### config.mk
export PLATFORM = sky130hd
export DESIGN_NAME = add16_reg
export DESIGN_NICKNAME = d
export VERILOG_FILES = /design/src/rtl/alu_pkg.sv /design/src/rtl/add16_reg_full_adder.sv /design/src/rtl/add16_reg.sv
export SDC_FILE = /design/constraint.sdc
export NUM_CORES = 1
export LEC_CHECK = 0
export CAP_MARGIN = 20
export CORE_MARGIN = 5
export CORE_UTILIZATION = 41
export CTS_CLUSTER_DIAMETER = 120
export CTS_CLUSTER_SIZE = 24
export DETAILED_ROUTE_END_ITERATION = 10
export GPL_TIMING_DRIVEN = 0
export PLACE_DENSITY = 0.79
export SLEW_MARGIN = 20
export SYNTH_ARGS = -nofsm -noshare
export SYNTH_HDL_FRONTEND = slang
export SYNTH_SLANG_ARGS = --single-unit
### constraint.sdc
create_clock -name clk -period 14.2 [get_ports clk]
set_input_delay 4.26 -clock clk [delete_from_list [all_inputs] [get_ports clk]]
set_output_delay 4.26 -clock clk [all_outputs]
set_load 0.01 [all_outputs]
### src/rtl/alu_pkg.sv
// Shared ALU definitions: datapath width, op encodings and flag bit positions.
package alu_pkg;
    localparam int ALU_W = 16;

    localparam logic OP_ADD = 1'b0;
    localparam logic OP_SUB = 1'b1;

    localparam int FLAG_C = 0;
    localparam int FLAG_V = 1;
    localparam int FLAG_Z = 2;
    localparam int FLAG_N = 3;
    localparam int FLAG_W = 4;
endpackage

### src/rtl/add16_reg_full_adder.sv
// One-bit full-adder cell; purely combinational, zero latency, no flow control.
module full_adder (
    input  logic a,
    input  logic b,
    input  logic c,
    output logic sum,
    output logic carry
);
    assign sum   = a ^ b ^ c;
    assign carry = (a & b) | (c & (a ^ b));
endmodule

### src/rtl/add16_reg.sv
// Ripple-carry add/sub with registered result and C/V/Z/N flags.
// Latency 1 cycle, accepts one operation per cycle, never stalls.
module add16_reg
    import alu_pkg::*;
#(
    parameter int WIDTH = ALU_W
) (
    input  logic             clk,
    input  logic             rst,
    input  logic             in_valid,
    input  logic             sub,
    input  logic             cin,
    input  logic [WIDTH-1:0] in1,
    input  logic [WIDTH-1:0] in2,
    output logic [WIDTH-1:0] out,
    output logic             out_valid,
    output logic             carry,
    output logic             overflow,
    output logic             zero,
    output logic             negative
);
    logic [WIDTH:0]   c;
    logic [WIDTH-1:0] sum;
    logic [FLAG_W-1:0] flags;

    // Subtraction is in1 + ~in2 + 1, so the forced carry-in supplies the +1.
    assign c[0] = (sub == OP_SUB) ? 1'b1 : cin;

    for (genvar i = 0; i < WIDTH; i++) begin : g_bit
        full_adder u_fa (
            .a     (in1[i]),
            .b     (in2[i] ^ sub),
            .c     (c[i]),
            .sum   (sum[i]),
            .carry (c[i+1])
        );
    end

    always_ff @(posedge clk) begin
        if (rst) begin
            out       <= '0;
            flags     <= '0;
            out_valid <= 1'b0;
        end else begin
            out_valid <= in_valid;
            if (in_valid) begin
                out           <= sum;
                flags[FLAG_C] <= c[WIDTH];
                flags[FLAG_V] <= c[WIDTH] ^ c[WIDTH-1];
                flags[FLAG_Z] <= (sum == '0);
                flags[FLAG_N] <= sum[WIDTH-1];
            end
        end
    end

    assign carry    = flags[FLAG_C];
    assign overflow = flags[FLAG_V];
    assign zero     = flags[FLAG_Z];
    assign negative = flags[FLAG_N];
endmodule

Word-level counts from Yosys, hierarchy flattened
Cells that the tools add are included.
{"block": "op_classes", "bitwise": 97, "mux": 1, "reduce_logical": 1}
{"op": "bitwise XOR 1 bit", "n": 49}
{"op": "AND 1 bit", "n": 32}
{"op": "logical NOT 16 bit", "n": 1}
{"op": "OR 1 bit", "n": 16}
{"op": "2-to-1 mux 1 bit", "n": 1}
{"block": "totals", "register_bits": 21, "in_bits": 37, "wordCells": 102, "out_inout_bits": 21}

Longest topological paths before layout
{"block": "depth", "depth_word": 35, "ltp_mapped": 25, "ltp_nobuf": 24}

By module
From an unflattened synthesis, not the netlist that was laid out.
{"block": "hier_totals", "hier_cells": 106, "hier_area_um2": 1265.0}
{"mod": "add16_reg", "seq_area_each_um2": 400.4, "cells_each": 90, "area_each_um2": 944.7, "instances": 1}
{"mod": "full_adder", "seq_area_each_um2": 0.0, "cells_each": 1, "area_each_um2": 20.0, "instances": 16}

Worst setup path after synthesis
Ideal clock, no wire load.
{"block": "synth_path", "path_type": "input to register", "start": "input sub", "end": "register flags[2]", "arrival_ps": 11078, "path_buffers": 1, "stages": 25, "slack_ps": 3030, "required_ps": 14108, "setup_time_ps": 92, "path_cell_list": "buf_4 > xor2_1 > fa_1 > inv_1 > fa_1 > fa_1 > fa_1 > fa_1 > fa_1 > fa_1 > fa_1 > fa_1 > fa_1 > fa_1 > fa_1 > inv_1 > fa_1 > inv_1 > fa_1 > fa_1 > inv_1 > fa_1 > nand4b_1 > or3_1 > o32ai_1"}
{"block": "synth_via", "elab_chain_cells": 34, "elab_cells_between_ends": 95, "cone_classes": "mux (1); bitwise (93); reduce/logical (1)"}
{"element": "from (decl)", "line": "add16_reg.sv:11", "text": "input logic sub,"}
{"element": "bitwise XOR 1 bit", "line": "add16_reg.sv:32", "text": ".b (in2[i] ^ sub),"}
{"element": "bitwise XOR 1 bit", "line": "add16_reg_full_adder.sv:10", "text": "assign carry = (a & b) | (c & (a ^ b));"}
{"element": "AND 1 bit", "line": "add16_reg_full_adder.sv:10"}
{"element": "OR 1 bit", "line": "add16_reg_full_adder.sv:10"}
{"element": "AND 1 bit", "line": "add16_reg_full_adder.sv:10"}
{"element": "OR 1 bit", "line": "add16_reg_full_adder.sv:10"}
{"element": "AND 1 bit", "line": "add16_reg_full_adder.sv:10"}
{"element": "OR 1 bit", "line": "add16_reg_full_adder.sv:10"}
{"element": "[19 not listed]"}
{"element": "OR 1 bit", "line": "add16_reg_full_adder.sv:10"}
{"element": "AND 1 bit", "line": "add16_reg_full_adder.sv:10"}
{"element": "OR 1 bit", "line": "add16_reg_full_adder.sv:10"}
{"element": "AND 1 bit", "line": "add16_reg_full_adder.sv:10"}
{"element": "OR 1 bit", "line": "add16_reg_full_adder.sv:10"}
{"element": "bitwise XOR 1 bit (*)", "line": "add16_reg_full_adder.sv:9", "text": "assign sum = a ^ b ^ c;"}
{"element": "net g_bit[15].u_fa.sum", "line": "add16_reg_full_adder.sv:6", "text": "output logic sum,"}
{"element": "logical NOT 16 bit (*)", "line": "add16_reg.sv:50", "text": "flags[FLAG_Z] <= (sum == '0);"}
{"element": "to (signal, indexed assignment)", "line": "add16_reg.sv:49", "text": "flags[FLAG_V] <= c[WIDTH] ^ c[WIDTH-1];"}
{"element": "to (signal, indexed assignment)", "line": "add16_reg.sv:50"}
{"element": "to (signal, indexed assignment)", "line": "add16_reg.sv:51", "text": "flags[FLAG_N] <= sum[WIDTH-1];"}
{"element": "to (decl)", "line": "add16_reg.sv:24", "text": "logic [FLAG_W-1:0] flags;"}
The timed path passes the listed nets; every way through them passes the cells marked *.
A chain may end at the register's enable or synchronous reset.

Worst setup path in the final report
{"block": "layout_path", "start": "input in2[0]", "end": "register flags[2]"}
{"block": "layout_via", "elab_chain_cells": 34, "elab_cells_between_ends": 50, "cone_classes": "bitwise (49); reduce/logical (1)"}
{"element": "from (decl)", "line": "add16_reg.sv:14", "text": "input logic [WIDTH-1:0] in2,"}
{"element": "bitwise XOR 1 bit (*)", "line": "add16_reg.sv:32"}
{"element": "bitwise XOR 1 bit", "line": "add16_reg_full_adder.sv:10"}
{"element": "AND 1 bit", "line": "add16_reg_full_adder.sv:10"}
{"element": "OR 1 bit (*)", "line": "add16_reg_full_adder.sv:10"}
{"element": "AND 1 bit (*)", "line": "add16_reg_full_adder.sv:10"}
{"element": "OR 1 bit (*)", "line": "add16_reg_full_adder.sv:10"}
{"element": "AND 1 bit (*)", "line": "add16_reg_full_adder.sv:10"}
{"element": "OR 1 bit (*)", "line": "add16_reg_full_adder.sv:10"}
{"element": "[19 not listed]"}
{"element": "OR 1 bit (*)", "line": "add16_reg_full_adder.sv:10"}
{"element": "AND 1 bit (*)", "line": "add16_reg_full_adder.sv:10"}
{"element": "OR 1 bit (*)", "line": "add16_reg_full_adder.sv:10"}
{"element": "AND 1 bit (*)", "line": "add16_reg_full_adder.sv:10"}
{"element": "OR 1 bit (*)", "line": "add16_reg_full_adder.sv:10"}
{"element": "bitwise XOR 1 bit (*)", "line": "add16_reg_full_adder.sv:9"}
{"element": "net g_bit[15].u_fa.sum", "line": "add16_reg_full_adder.sv:6"}
{"element": "logical NOT 16 bit (*)", "line": "add16_reg.sv:50"}
Marked as above.

==> impl_metrics.toml <==
[routing]
detailedRoute.firstIterationViolations = 56
vias_per_cell = 4.908
totalWireLength_um = 3177
wl_per_cell_um = 14.64
drc = 0
dr.pass1.iters = 5
dr_total_vias = 1065
antenna_left = 0

[worst_setup_path]
cp-start-kind = "input port"
cp.arrival_ns = 11.79
required_ns = 14.42
slowest_delay_ns = 0.47
cp_slowest_cell = "clkdlybuf4s50_1"
worstPathMaxFanout = 2
end_kind = "flip-flop"
path_class = "in2reg"
crit_top_cell = "fa_1"

[floorplanning]
chipWidth_um = 65.63
dieArea_sq_mm = 0.004307
io_pins = 58
row_count = 20
die_h_um = 65.63
coreArea_sq_mm = 0.003003
start_util_pct = 42.25

[yosys]
ys_ff_latch = 20
synth.largest_area_cell = "dfxtp_1"
yosys-top-cells-count = "dfxtp_1 (20), nor2_1 (19), inv_1 (18)"
postSynthCellCount = 125
ys_seq_area_share_pct = 31.56
synth_area_leaders = "dfxtp_1 (32%), fa_1 (25%), xnor2_1 (9.7%), a211oi_1 (7.7%), nor2_1 (5.6%)"
netlist_area_sq_mm = 0.001269
synth.distinct_cells = 16
yosysWarnings = 0
synth-edff-count = 0
syn-num-nets = 178
ys_async_sr_fraction_pct = 0
synth_top_area_share_pct = 31.56
synth.most_common_cell = "dfxtp_1"
synth_ff_type = "dfxtp_1"
synth_area_per_cell_sq_um = 10.15

[place]
post-place-ws_ns = 2.298
port_buffers = 55
place.gp.congestion = 0.8364
postPlaceCellArea_sq_mm = 0.001861
dp_hpwl_um = 2786

[global_route]
grt_busiest_layer = "met2"
grt_max_degree = 12
grt_usage_pct = 15.85
grt_pass1_wl_um = 5119
grt_use_met2_pct = 26.03
grtUsageMet3_pct = 3.590
grt_overflow = 0
grt_pass1_vias = 1039
use_met1_pct = 19.49
antenna_found_initial = 0

[sta]
fin_crit_ns = 11.57
max_freq_mhz = 86.42
finalHoldViolCount = 0
final.period_utilization_pct = 81.49
setup_viol = 0
relSlewSlack_pct = 84.93
rsz0062_at_grt = "false"
tightest_slew_ns = 0.2244
fin_worst_skew_ns = 0
whs_ns = 0.4835
drv_slew = 0
setup_tns_ns = 0
fin_ws_ns = 2.628

[clock_tree]
holdBufCountCts = 0
htreeDepth = 1
post_cts_buffers = 0
clkSlewWorstSetupHoldPaths_ns = 0.11
cts_buffers = 3
cts_resized = 0
clockBufferDepth = 2
clk_latency_ns = 0.30
cts_tree = "built"
cts_sinks = 20
ctsRootBufferMaster = "clkbuf_4"

[run_status]
outcome = "finished, final reports clean"

[final_layout]
nets = 238
diodes = 0
drive_gt1_share_pct = 7.609
area_growth_pct = 49.51
final_cell_area_sq_mm = 0.001897

[pwr]
p_per_area_mw_per_mm2 = 91.08
leakage_nw = 0.7708
ir_drop_mv = 0.03987
total_power_mw = 0.1728

[flow_run]
max_cap_violations = 0

[min_path]
hp-class = "reg2reg"
-- cells in the final DEF (no fill, tap or decap), types with 4 or more instances in the layout --
master           count
mux2i_1              5
a211oi_1            13
inv_1               18
buf_4                5
fa_1                16
dfxtp_1             20
clkdlybuf4s50_1     55
xnor2_1             14
buf_2                4
nor2_1              19
-- sequential cells by signal, summed over array words and instances, names as in the netlist --
| signal | cells |
|---|---|
| out | 16 |
| out_valid | 1 |
| flags | 3 |
-- layer usage --
layer  wire (um)  up-vias  share of wire (%)
met3         239        8                7.5
met1        1249      490                 39
met2        1603       53                 50
met4          85        0                2.7
li1            -      514                  -
met5           0        -                  0
-- through the flow --
step | util [%] | std cells
final | 63.17 | 217
after global routing | 63.17 | 217
after CTS | 63.17 | 217
after detailed placement | 61.96 | 213
after global placement | 61.96 | 213
after floorplan | - | 125
-- worst max-delay path: cells and delay by family --
family | cells | cell delay (ns)
adder cells (fa/ha/maj) | 16 | 5.91
buffers and inverters | 5 | 0.74
AND/OR/NAND/NOR | 2 | 0.55
XOR/XNOR | 1 | 0.19
AO/OA/AOI/OAI | 1 | 0.12
-- path summary, 6_finish.rpt --
check / start / depth (start not counted) / to / slack [ns]
hold / removal: out[5] / 2 / out[5] / 0.48
hold reg to reg: out[5] / 2 / out[5] / 0.48
setup / recovery: in2[0] / 25 / flags[2] / 2.63
setup reg to reg: flags[2] / 2 / flags[2] / 13.49
-- final cells by class --
type,count,area [sq um]
fillers,249,1106
multi-input cells,78,743.2
repair buffers,55,550.5
flip-flops and latches,20,400.4
inverters,18,67.56
plain buffers,9,57.56
well taps,33,41.29
clock buffers,4,36.28
-- report_power, final --
| part | total [mW] | switching (mW) | internal [mW] |
|---|---|---|---|
| clock | 0.0328 | 0.0172 | 0.0156 |
| combinational | 0.0739 | 0.0329 | 0.0410 |
| sequential | 0.0661 | 0.00354 | 0.0625 |
-- kinds of logic (layout without fill, tap and decap cells) --
kind of cell	after synthesis	in the layout	share of synthesized area, %
XOR/XNOR	17	17	11.74
AND/OR/NAND/NOR	26	26	9.272
flip-flops	20	20	31.56
buffers and inverters	27	86	9.862
AO/OA/AOI/OAI	14	14	8.382
adder cells (fa/ha/maj)	16	16	25.25
multiplexers	5	5	3.945
No activity file was read; power rests on OpenSTA's default activity.
